--- config.mk ---
export PLATFORM = sky130hd
export DESIGN_NAME = seq_detect_param_flat
export DESIGN_NICKNAME = d
export VERILOG_FILES = /design/src/rtl/seq_detect_param_if.sv /design/src/rtl/seq_detect_param.sv /design/src/flat_wrapper.sv
export SDC_FILE = /design/constraint.sdc
export NUM_CORES = 1
export LEC_CHECK = 0
export CAP_MARGIN = 5
export CELL_PAD_IN_SITES_DETAIL_PLACEMENT = 0
export CELL_PAD_IN_SITES_GLOBAL_PLACEMENT = 1
export CORE_ASPECT_RATIO = 0.9
export CORE_MARGIN = 2
export CORE_UTILIZATION = 36
export CTS_CLUSTER_DIAMETER = 80
export DETAILED_ROUTE_END_ITERATION = 8
export PLACE_DENSITY = 0.82
export SKIP_LAST_GASP = 1
export SYNTH_ARGS = -nofsm -noshare
export SYNTH_HDL_FRONTEND = slang
export SYNTH_SLANG_ARGS = --single-unit
--- constraint.sdc ---
create_clock -name ck -period 1.93 [get_ports ck]
set_input_delay 0.2895 -clock ck [delete_from_list [all_inputs] [get_ports ck]]
set_output_delay 0.2895 -clock ck [all_outputs]
set_load 0.01 [all_outputs]
--- src/rtl/seq_detect_param_if.sv ---
// Serial detector bus: sample/clear controls in, match pulses, counters and fill level out.
interface seq_detect_param_if #(
    parameter int N     = 3,
    parameter int CNT_W = 8
);
    localparam int FILL_W = $clog2(N + 1);

    logic              en;
    logic              s;
    logic              clr;
    logic              y1;
    logic              y2;
    logic [CNT_W-1:0]  cnt1;
    logic [CNT_W-1:0]  cnt2;
    logic [FILL_W-1:0] fill;

    modport master (output en, s, clr, input y1, y2, cnt1, cnt2, fill);
    modport slave  (input en, s, clr, output y1, y2, cnt1, cnt2, fill);
endinterface

--- src/rtl/seq_detect_param.sv ---
// Parametrised dual-pattern serial detector with one-cycle match pulses,
// saturating match counters and a history-fill level.
module seq_detect_param #(
    parameter int           N       = 3,
    parameter logic [N-1:0] PAT_A   = 3'b011,
    parameter logic [N-1:0] PAT_B   = 3'b100,
    parameter bit           OVERLAP = 1'b1,
    parameter int           CNT_W   = 8
) (
    input logic ck,
    input logic rs,
    seq_detect_param_if.slave bus
);
    localparam int FILL_W = $clog2(N + 1);
    localparam logic [FILL_W-1:0] FILL_MAX = FILL_W'(N);
    localparam logic [CNT_W-1:0]  CNT_MAX  = '1;

    logic [N-1:0]      hist;
    logic [FILL_W-1:0] fill;
    logic              y1, y2;
    logic [CNT_W-1:0]  cnt1, cnt2;

    logic [N-1:0]      nh;
    logic [FILL_W-1:0] nf;
    logic              m_a, m_b;

    always_comb begin
        nh  = {hist[N-2:0], bus.s};
        nf  = (fill == FILL_MAX) ? fill : fill + 1'b1;
        m_a = (nf == FILL_MAX) && (nh == PAT_A);
        m_b = (nf == FILL_MAX) && (nh == PAT_B);
    end

    always_ff @(posedge ck) begin
        if (rs) begin
            hist <= '0;
            fill <= '0;
            y1   <= 1'b0;
            y2   <= 1'b0;
            cnt1 <= '0;
            cnt2 <= '0;
        end else begin
            y1 <= bus.en && m_a;
            y2 <= bus.en && m_b;
            if (bus.en) begin
                hist <= nh;
                // Non-overlap mode restarts collection so no bit is shared between matches.
                fill <= (!OVERLAP && (m_a || m_b)) ? '0 : nf;
            end
            // Clear wins over a same-edge increment.
            if (bus.clr) begin
                cnt1 <= '0;
                cnt2 <= '0;
            end else begin
                if (bus.en && m_a && cnt1 != CNT_MAX) cnt1 <= cnt1 + 1'b1;
                if (bus.en && m_b && cnt2 != CNT_MAX) cnt2 <= cnt2 + 1'b1;
            end
        end
    end

    assign bus.y1   = y1;
    assign bus.y2   = y2;
    assign bus.cnt1 = cnt1;
    assign bus.cnt2 = cnt2;
    assign bus.fill = fill;
endmodule

--- src/flat_wrapper.sv ---
// flat-port wrapper written by rule: the top's interface ports become plain ports
module seq_detect_param_flat 
#(
    parameter int           N       = 3,
    parameter logic [N-1:0] PAT_A   = 3'b011,
    parameter logic [N-1:0] PAT_B   = 3'b100,
    parameter bit           OVERLAP = 1'b1,
    parameter int           CNT_W   = 8
)
  (ck, rs, bus_en, bus_s, bus_clr, bus_y1, bus_y2, bus_cnt1, bus_cnt2, bus_fill);
  seq_detect_param_if #(.N(N), .CNT_W(CNT_W)) bus_i ();
  input logic ck;
  input logic rs;
  input wire logic [$bits(bus_i.en)-1:0] bus_en;
  input wire logic [$bits(bus_i.s)-1:0] bus_s;
  input wire logic [$bits(bus_i.clr)-1:0] bus_clr;
  output wire logic [$bits(bus_i.y1)-1:0] bus_y1;
  output wire logic [$bits(bus_i.y2)-1:0] bus_y2;
  output wire logic [$bits(bus_i.cnt1)-1:0] bus_cnt1;
  output wire logic [$bits(bus_i.cnt2)-1:0] bus_cnt2;
  output wire logic [$bits(bus_i.fill)-1:0] bus_fill;
  assign bus_i.en = bus_en;
  assign bus_i.s = bus_s;
  assign bus_i.clr = bus_clr;
  assign bus_y1 = bus_i.y1;
  assign bus_y2 = bus_i.y2;
  assign bus_cnt1 = bus_i.cnt1;
  assign bus_cnt2 = bus_i.cnt2;
  assign bus_fill = bus_i.fill;
  seq_detect_param #(.N(N), .PAT_A(PAT_A), .PAT_B(PAT_B), .OVERLAP(OVERLAP), .CNT_W(CNT_W)) u_core (.ck(ck), .rs(rs), .bus(bus_i));
endmodule
==> flow_summary.ini, run 1 <==
[drt]
drc = 0
wirelength_um = 2440
vias = 1006
routed_via_density = 5.32
drt_iter0_markers = 28
antenna_left = 0
wl_per_cell_um = 12.9
drt-pass1-iter-count = 4

[final_layout]
design_area_sq_um = 1420
area.growth.synth_to_final_pct = 33.5
fin_nets = 157
antenna_cells = 0
layout_commonest_cell = clkdlybuf4s50_1
final_cell_mix = 24 x clkdlybuf4s50_1, 22 x dfxtp_1, 14 x nor2_1
drive_above_1_share_pct = 12.8

[synth]
synth_cell_type_count = 38
syn-cell-area_sq_um = 1060
synth_fp_nets = 127
ys_seq_elements = 22
syn_inst = 120
yosysSeqAreaShare_pct = 41.4
synth-warning-count = 0
avgSynthCellArea_sq_um = 8.87

[setup_path]
cp.required_ns = 2.18
critPathArrivalTime_ns = 1.96
worstPathMaxFanout = 9
criticalPathCategory = in2reg
cp-end-kind = register
cp-start-kind = primary input

[pwr]
power_switching_uw = 173
leakage_uw = 0.000506
p_int_uw = 692
ir_drop_mv = 0.248
p_comb_share_pct = 5.2
finalPower_uw = 866
p_sw_share_pct = 20.0
seq_power_share_pct = 53.9
p_clk_share_pct = 40.8
p_per_area_nw_per_um2 = 609

[clock_network]
insertion_delay_ns = 0.31
clock-sinks = 22
ctsHoldBuffers = 0
cts_made_buffers = 3
postCtsResizedCells = 0
clk_path_buf_depth = 2
cts_root_buf = clkbuf_4
cts_tree = done
cts_setup_buffers = 0
clk_pin_slew_worst_paths_ns = 0.13
htreeDepth = 1

[floorplanning]
die_area_sq_um = 3410
chipHeight_um = 55.6
num_io_pins = 25
coreArea_sq_um = 2770
die_w_um = 61.3
row_count = 18
initial_core_util_pct = 38.4

[global_route]
grt_pass1_vias = 842
antenna_found_initial = 0
grt_overflow = 0
track_usage_pct = 14.7
grt_pass1_wl_um = 3910
grt_max_degree = 16

[sta]
skew_ns = 0.00439
worst_slew_pin_slew_ns = 0.333
setup_slack_ns = 0.217
setup_viol = 0
max_freq_mhz = 584
fin_crit_sh_pct = 88.8
finalMaxSlewViolations = 0
grt_setup_unrepaired = false
fin_hold_ws_ns = 0.496
relSlewSlack_pct = 77.6
min_period_ns = 1.71
hold_viol_final = 0

[place]
port_buffers = 24
dpl.hpwl_um = 1800
place_area_sq_um = 1370
place_ws_ns = -0.0990
routabilityCongestion = 0.842

[run_status]
outcome = completed

[run]
cap_violations = 0

[min_path]
holdCritPathClass = reg2reg
sequential cells by signal, indices dropped and copies added, names as in the netlist:
register and flops:
u_core.bus.cnt1 8, u_core.bus.cnt2 8, u_core.bus.fill 2, u_core.bus.y1 1
u_core.bus.y2 1, u_core.hist 2
cells in the mapped netlist:
cell type / instances / area (sq um)
o41ai_1: 1 / 8.76
nand4b_1: 1 / 8.76
nand4_1: 4 / 25.0
a31oi_1: 2 / 12.5
a41o_1: 2 / 20.0
nand3_1: 7 / 35.0
buf_2: 1 / 5.00
ha_1: 2 / 25.0
nor3_1: 3 / 15.0
buf_6: 2 / 22.5
inv_1: 1 / 3.75
and4_2: 1 / 10.0
a21oi_1: 11 / 55.1
and4bb_2: 1 / 12.5
nand4_4: 1 / 21.3
o311ai_0: 1 / 8.76
mux2i_1: 3 / 30.0
o21ai_0: 5 / 25.0
nand2b_1: 1 / 6.26
and3_1: 2 / 12.5
or3_1: 2 / 12.5
clkbuf_1: 3 / 11.3
nor4_1: 1 / 6.26
and4b_1: 1 / 10.0
nor2b_1: 2 / 12.5
o31ai_1: 3 / 22.5
a31o_2: 1 / 8.76
and4_1: 3 / 26.3
or2_4: 1 / 8.76
nand2_1: 6 / 22.5
or2_2: 1 / 6.26
a211oi_1: 2 / 15.0
nor2_1: 14 / 52.6
nand2_2: 1 / 6.26
and4_4: 1 / 11.3
dfxtp_1: 22 / 440
or4_1: 3 / 22.5
and2_1: 1 / 6.26
power groups by stage:
stage          Clock, uW  Combinational [uW]  Sequential, uW
3_5_place_dp           0                45.6             477
6_report             354                45.3             467
4_1_cts              363                45.8             467
2_1_floorplan          0                25.2             476
5_1_grt              385                50.1             468
3_3_place_gp           0                45.0             476
cells by family (layout without fill, tap and decap cells):
family	Yosys count	count (layout)	synth area share, %
simple gates	58	58	32.9
compound gates	28	28	16.6
flops	22	22	41.4
buf+inv	7	36	3.99
mux	3	3	2.82
fa+ha+maj	2	2	2.35
per-layer routing:
| metal | vias up | GRT usage [%] | share of wire (%) |
|---|---|---|---|
| met1 | 468 | 22.4 | 50 |
| met3 | 2 | 2.09 | 3.2 |
| met5 | - | 0 | 0 |
| met2 | 22 | 20.7 | 45 |
| li1 | 514 | - | - |
| met4 | 0 | 5.59 | 0.78 |
per-stage QoR:
step,instances,setup TNS (ns),utilization [%]
final,189,0,51.3
after global routing,189,0,51.3
after CTS,189,0,51.3
after detailed placement,185,-0.222,49.4
after global placement,185,-0.0837,49.4
after floorplan,120,0,-
area by class of cell:
class | instances | area [sq um]
Fill cell | 256 | 1350
Multi-Input combinational cell | 91 | 582
Sequential cell | 22 | 440
Timing Repair Buffer | 31 | 293
Tap cell | 40 | 50.0
Clock inverter | 1 | 30.0
Clock buffer | 3 | 22.5
Inverter | 1 | 3.75
critical path, cell delays in order:
cell and delay [ns]:
clkdlybuf4s50_1 0.48, and4bb_2 0.39, nand2_2 0.14, or4_1 0.53
a21oi_1 0.15
worst paths after layout:
path                 startpoint                 end  slack, ns  cells after the start
max                       bus_s  u_core.bus.cnt2[5]       0.22                      5
min reg2reg  u_core.bus.cnt1[6]  u_core.bus.cnt1[6]       0.50                      1
max reg2reg  u_core.bus.fill[1]  u_core.bus.cnt2[5]       0.29                      4
min          u_core.bus.cnt1[6]  u_core.bus.cnt1[6]       0.50                      1
Note: power is estimated with default switching activity, not from simulation.
==> run 2, diff against run 1 <==
--- a/config.mk
+++ b/config.mk
@@ -5,7 +5,7 @@
 export SDC_FILE = /design/constraint.sdc
 export NUM_CORES = 1
 export LEC_CHECK = 0
-export CAP_MARGIN = 5
+export CAP_MARGIN = 30
 export CELL_PAD_IN_SITES_DETAIL_PLACEMENT = 0
 export CELL_PAD_IN_SITES_GLOBAL_PLACEMENT = 1
 export CORE_ASPECT_RATIO = 0.9
@@ -14,6 +14,7 @@
 export CTS_CLUSTER_DIAMETER = 80
 export DETAILED_ROUTE_END_ITERATION = 8
 export PLACE_DENSITY = 0.82
+export SETUP_SLACK_MARGIN = 0.4
 export SKIP_LAST_GASP = 1
 export SYNTH_ARGS = -nofsm -noshare
 export SYNTH_HDL_FRONTEND = slang
==> flow_summary.ini, run 2 (synthesis results as in run 1) <==
[final_layout]
drive_above_1_share_pct = 31.8
layout_commonest_cell = buf_4
fin_nets = 165
top_regs = u_core.bus.cnt1 x8, u_core.bus.cnt2 x8
final_cell_mix = 15 x buf_4, 14 x nor2_1, 12 x dlygate4sd2_1
antenna_cells = 0
area.growth.synth_to_final_pct = 45.8
design_area_sq_um = 1550

[drt]
vias = 1051
drt-pass1-iter-count = 4
drc = 0
antenna_left = 0
wirelength_um = 2400
routed_via_density = 5.34
wl_per_cell_um = 12.2
drt_iter0_markers = 26

[setup_path]
r2r_cells = 5
crit_chain = and4bb_2 -> nand2_4 -> buf_4 -> o311ai_0 -> o41ai_1
critPathTopFamily = compound AO/OA/AOI/OAI gates
r2r-end = u_core.bus.cnt2[2]
worst-path-buf-inv = 1
criticalPathCategory = reg2reg
r2r_slack_ns = 0.39
crit_path_top_delay_cell = dfxtp_4
worstPathMaxFanout = 8
cpPeakStageDelay_ns = 0.38
cp-end-kind = register
reg2reg_from = u_core.hist[0]
cp.required_ns = 2.11
critPathArrivalTime_ns = 1.72
cp-start-kind = register

[min_path]
min_path_cells = 3
holdCritPathClass = in2reg
hold_end = u_core.hist[0]
worstHoldStart = bus_s

[global_route]
grt_overflow = 0
grt_pass1_vias = 953
grt_pass1_wl_um = 4170
grt_max_degree = 16
antenna_found_initial = 0
track_usage_pct = 15.5

[run]
cap_violations = 0

[sta]
worst_slew_pin_slew_ns = 0.372
fin_hold_ws_ns = 0.463
grt_setup_unrepaired = true
skew_ns = 0.00727
hold_viol_final = 0
fin_crit_sh_pct = 79.9
max_freq_mhz = 649
finalMaxSlewViolations = 0
min_period_ns = 1.54
setup_slack_ns = 0.389
relSlewSlack_pct = 75.2
setup_viol = 0

[pwr]
finalPower_uw = 849
ir_drop_mv = 0.545
leakage_uw = 0.000764
p_per_area_nw_per_um2 = 547

[clock_network]
htreeDepth = 1
clk_pin_slew_worst_paths_ns = 0.13
clk_path_buf_depth = 2
clock-sinks = 22
cts_root_buf = clkbuf_4
cts_made_buffers = 3
cts_tree = done
insertion_delay_ns = 0.30

[place]
place_area_sq_um = 1380
dpl.hpwl_um = 1750
port_buffers = 24
routabilityCongestion = 0.786
place_ws_ns = -0.0734

[floorplanning]
row_count = 18
chipHeight_um = 55.6
num_io_pins = 25
coreArea_sq_um = 2770
die_area_sq_um = 3410
die_w_um = 61.3
initial_core_util_pct = 38.4

[run_status]
outcome = completed
## run 2: worst max-delay path by stage
stage                         end  cells after the start                from
2_1_floorplan  u_core.bus.cnt2[4]                      5  u_core.bus.cnt2[4]
3_3_place_gp   u_core.bus.cnt2[5]                      5              bus_en
3_5_place_dp   u_core.bus.cnt2[5]                      5              bus_en
4_1_cts               bus_cnt2[2]                      1  u_core.bus.cnt2[2]
5_1_grt        u_core.bus.cnt2[2]                      5      u_core.hist[0]
6_report       u_core.bus.cnt2[2]                      5      u_core.hist[0]
## run 2: final cells by class
| class | count | area (sq um) |
|---|---|---|
| clock inverter | 1 | 30.0 |
| fill | 257 | 1220 |
| tap | 40 | 50.0 |
| timing repair buffer | 39 | 358 |
| multi-input combinational | 91 | 604 |
| inverter | 1 | 3.75 |
| sequential | 22 | 484 |
| clock buffer | 3 | 22.5 |
## run 2: where the power goes
part	switching (uW)	internal (uW)	leakage (uW)
clock network	138	210	0.0000279
logic	22.7	22.9	0.000548
registers	7.34	449	0.000189
total	168	681	0.000764
## run 2: tightest hold or removal path, delay by kind of cell
family | cells | cell delay (ns)
simple gates | 1 | 0.08
mux | 1 | 0.10
buf+inv | 1 | 0.27
## run 2: what timing repair did
item | 4_1_cts | 5_1_grt
setup buffers | 1 | 6
hold endpoints to repair | 0 | 0
cloned | 0 | 0
endpoints found under the setup margin | 27 | 12
gates resized for setup | 38 | 13
hold buffers | 0 | 0
pin swaps | 1 | 4
## run 2: metrics by stage
step | utilization (%) | std cells | TNS, ns
after floorplan | - | 120 | 0
after global placement | 49.8 | 186 | -0.0696
after detailed placement | 49.8 | 186 | -0.177
after CTS | 53.2 | 191 | 0
after global routing | 56.1 | 197 | 0
final | 56.1 | 197 | 0
## run 2: per-layer routing
| metal | part of all wire, % | vias up | global-route usage, % |
|---|---|---|---|
| li1 | - | 534 | - |
| met1 | 49 | 492 | 21.8 |
| met2 | 46 | 23 | 23.4 |
| met3 | 3.9 | 2 | 3.95 |
| met4 | 1.1 | 0 | 4.04 |
| met5 | 0 | - | 0 |
==> run 3, diff against run 2 <==
--- a/config.mk
+++ b/config.mk
@@ -10,10 +10,10 @@
 export CELL_PAD_IN_SITES_GLOBAL_PLACEMENT = 1
 export CORE_ASPECT_RATIO = 0.9
 export CORE_MARGIN = 2
-export CORE_UTILIZATION = 36
+export CORE_UTILIZATION = 32
 export CTS_CLUSTER_DIAMETER = 80
 export DETAILED_ROUTE_END_ITERATION = 8
-export PLACE_DENSITY = 0.82
+export PLACE_DENSITY = 0.77
 export SETUP_SLACK_MARGIN = 0.4
 export SKIP_LAST_GASP = 1
 export SYNTH_ARGS = -nofsm -noshare
==> constraint.sdc (replaced) <==
create_clock -name ck -period 1.4 [get_ports ck]
set_input_delay 0.21 -clock ck [delete_from_list [all_inputs] [get_ports ck]]
set_output_delay 0.21 -clock ck [all_outputs]
set_load 0.01 [all_outputs]
==> flow_summary.ini, run 3 (synthesis results as in run 1) <==
[pwr]
p_per_area_nw_per_um2 = 687
ir_drop_mv = 0.473
leakage_uw = 0.000815

[run_status]
violations = setup timing
outcome = complete, but fails checks

[place]
dpl.hpwl_um = 2080
port_buffers = 24
placed_cells = 205
routabilityCongestion = 0.792

[final_layout]
finalNonFillerCells = 226
drive_above_1_share_pct = 59.2
top_regs = u_core.bus.cnt1 x8, u_core.bus.cnt2 x8
final_cell_mix = 30 x buf_6, 25 x buf_4, 12 x nor2_1
antenna_cells = 0
fin_nets = 192
fillers = 267
layout_commonest_cell = buf_6
area.growth.synth_to_final_pct = 80.6

[sta]
setup_slack_ns = -0.0521
min_period_ns = 1.45
setup_viol = 4
relSlewSlack_pct = 74.2
setup-tns-final_ns = -0.163
finalMaxSlewViolations = 0
worst_slew_pin_slew_ns = 0.382
fin_crit_sh_pct = 104
skew_ns = 0.00642
max_freq_mhz = 689
grt_setup_unrepaired = true
hold_viol_final = 0

[floorplanning]
coreArea_sq_um = 3110
num_io_pins = 25
initial_core_util_pct = 34.2
die_area_sq_um = 3810
die_w_um = 64.8
chipHeight_um = 58.7
row_count = 19

[setup_path]
worstPathMaxFanout = 6
critPathArrivalTime_ns = 1.65
cp-start-kind = register
cp.required_ns = 1.60
criticalPathCategory = reg2reg
cp-end-kind = register

[drt]
routed_via_density = 5.19
wirelength_um = 3170
wl_per_cell_um = 14.0
drt_iter0_markers = 37
vias = 1172
drt-pass1-iter-count = 4
antenna_left = 0
drc = 0

[clock_network]
htreeDepth = 1
clock-sinks = 22
cts_made_buffers = 3
clk_path_buf_depth = 2
clk_pin_slew_worst_paths_ns = 0.09
insertion_delay_ns = 0.27
cts_root_buf = clkbuf_8
cts_tree = done

[min_path]
holdCritPathClass = in2reg

[global_route]
grt_pass1_wl_um = 5070
grt_max_degree = 14
grt_pass1_vias = 1129
track_usage_pct = 17.4
grt_overflow = 0
antenna_found_initial = 0

[run]
cap_violations = 0
[run 3: changes by cell type in the layout (fill, tap and decap cells not counted), moves of 3 or more]
cell / previous run / this run
clkbuf_8: 0 / 3
dlygate4sd2_1: 12 / 3
clkbuf_4: 3 / 0
buf_4: 15 / 25
buf_6: 0 / 30
dfxtp_2: 8 / 11
dlymetal6s2s_1: 8 / 0
buf_2: 0 / 5
[run 3: report_power, final]
group	internal [uW]	switching (uW)
clock network	382	223
registers	619	7.84
logic	46.5	42.1
[run 3: per-stage QoR]
step | utilization (%) | total power (uW) | setup WS (ns) | hold slack, ns | cell area [sq um]
finish | 61.8 | 1320 | -0.0521 | 0.429 | 1920
global route | 61.8 | 1370 | -0.109 | 0.480 | 1920
CTS | 59.7 | 1330 | -0.0465 | 0.431 | 1860
detailed placement | 51.4 | 727 | -0.463 | 0.448 | 1600
global placement | 51.4 | 726 | -0.417 | 0.442 | 1600
floorplan | - | 690 | -0.0185 | 0.357 | 1190
[run 3: metal layers]
metal | vias up | track usage, % | share of wire [%]
met2 | 16 | 32.7 | 52
met4 | 0 | 3.65 | 0.60
met5 | - | 0 | 0
met3 | 2 | 5.16 | 3.8
li1 | 585 | - | -
met1 | 569 | 19.6 | 44
[run 3: cell type report]
class                      count  area, sq um  area share (%)
multi-input combinational     91          703            36.6
timing repair buffer          66          608            31.6
sequential                    22          484            25.2
tap                           42         52.6            2.73
clock buffer                   3         41.3            2.15
clock inverter                 1         30.0            1.56
inverter                       1         3.75           0.195
[run 3: critical path: stages, from the launching register on]
cell      delay (ns)
dfxtp_2         0.34
and4bb_2        0.33
nand2_4         0.08
or4_1           0.53
a21oi_2         0.12
[run 3: worst paths after layout]
| path | to | slack [ns] | from | cells past startpoint |
|---|---|---|---|---|
| setup / recovery | u_core.bus.cnt2[4] | -0.05 | u_core.hist[0] | 4 |
| hold / removal | u_core.hist[0] | 0.43 | bus_s | 3 |
| setup reg to reg | u_core.bus.cnt2[4] | -0.05 | u_core.hist[0] | 4 |
| hold reg to reg | u_core.bus.cnt1[1] | 0.51 | u_core.bus.cnt1[1] | 2 |
[run 3: repair_timing]
action | 4_1_cts | 5_1_grt
gates resized for setup | 117 | 10
pin swaps | 8 | 8
endpoints found under the setup margin | 39 | 35
buffers inserted | 13 | 4
hold buffers | 0 | 0
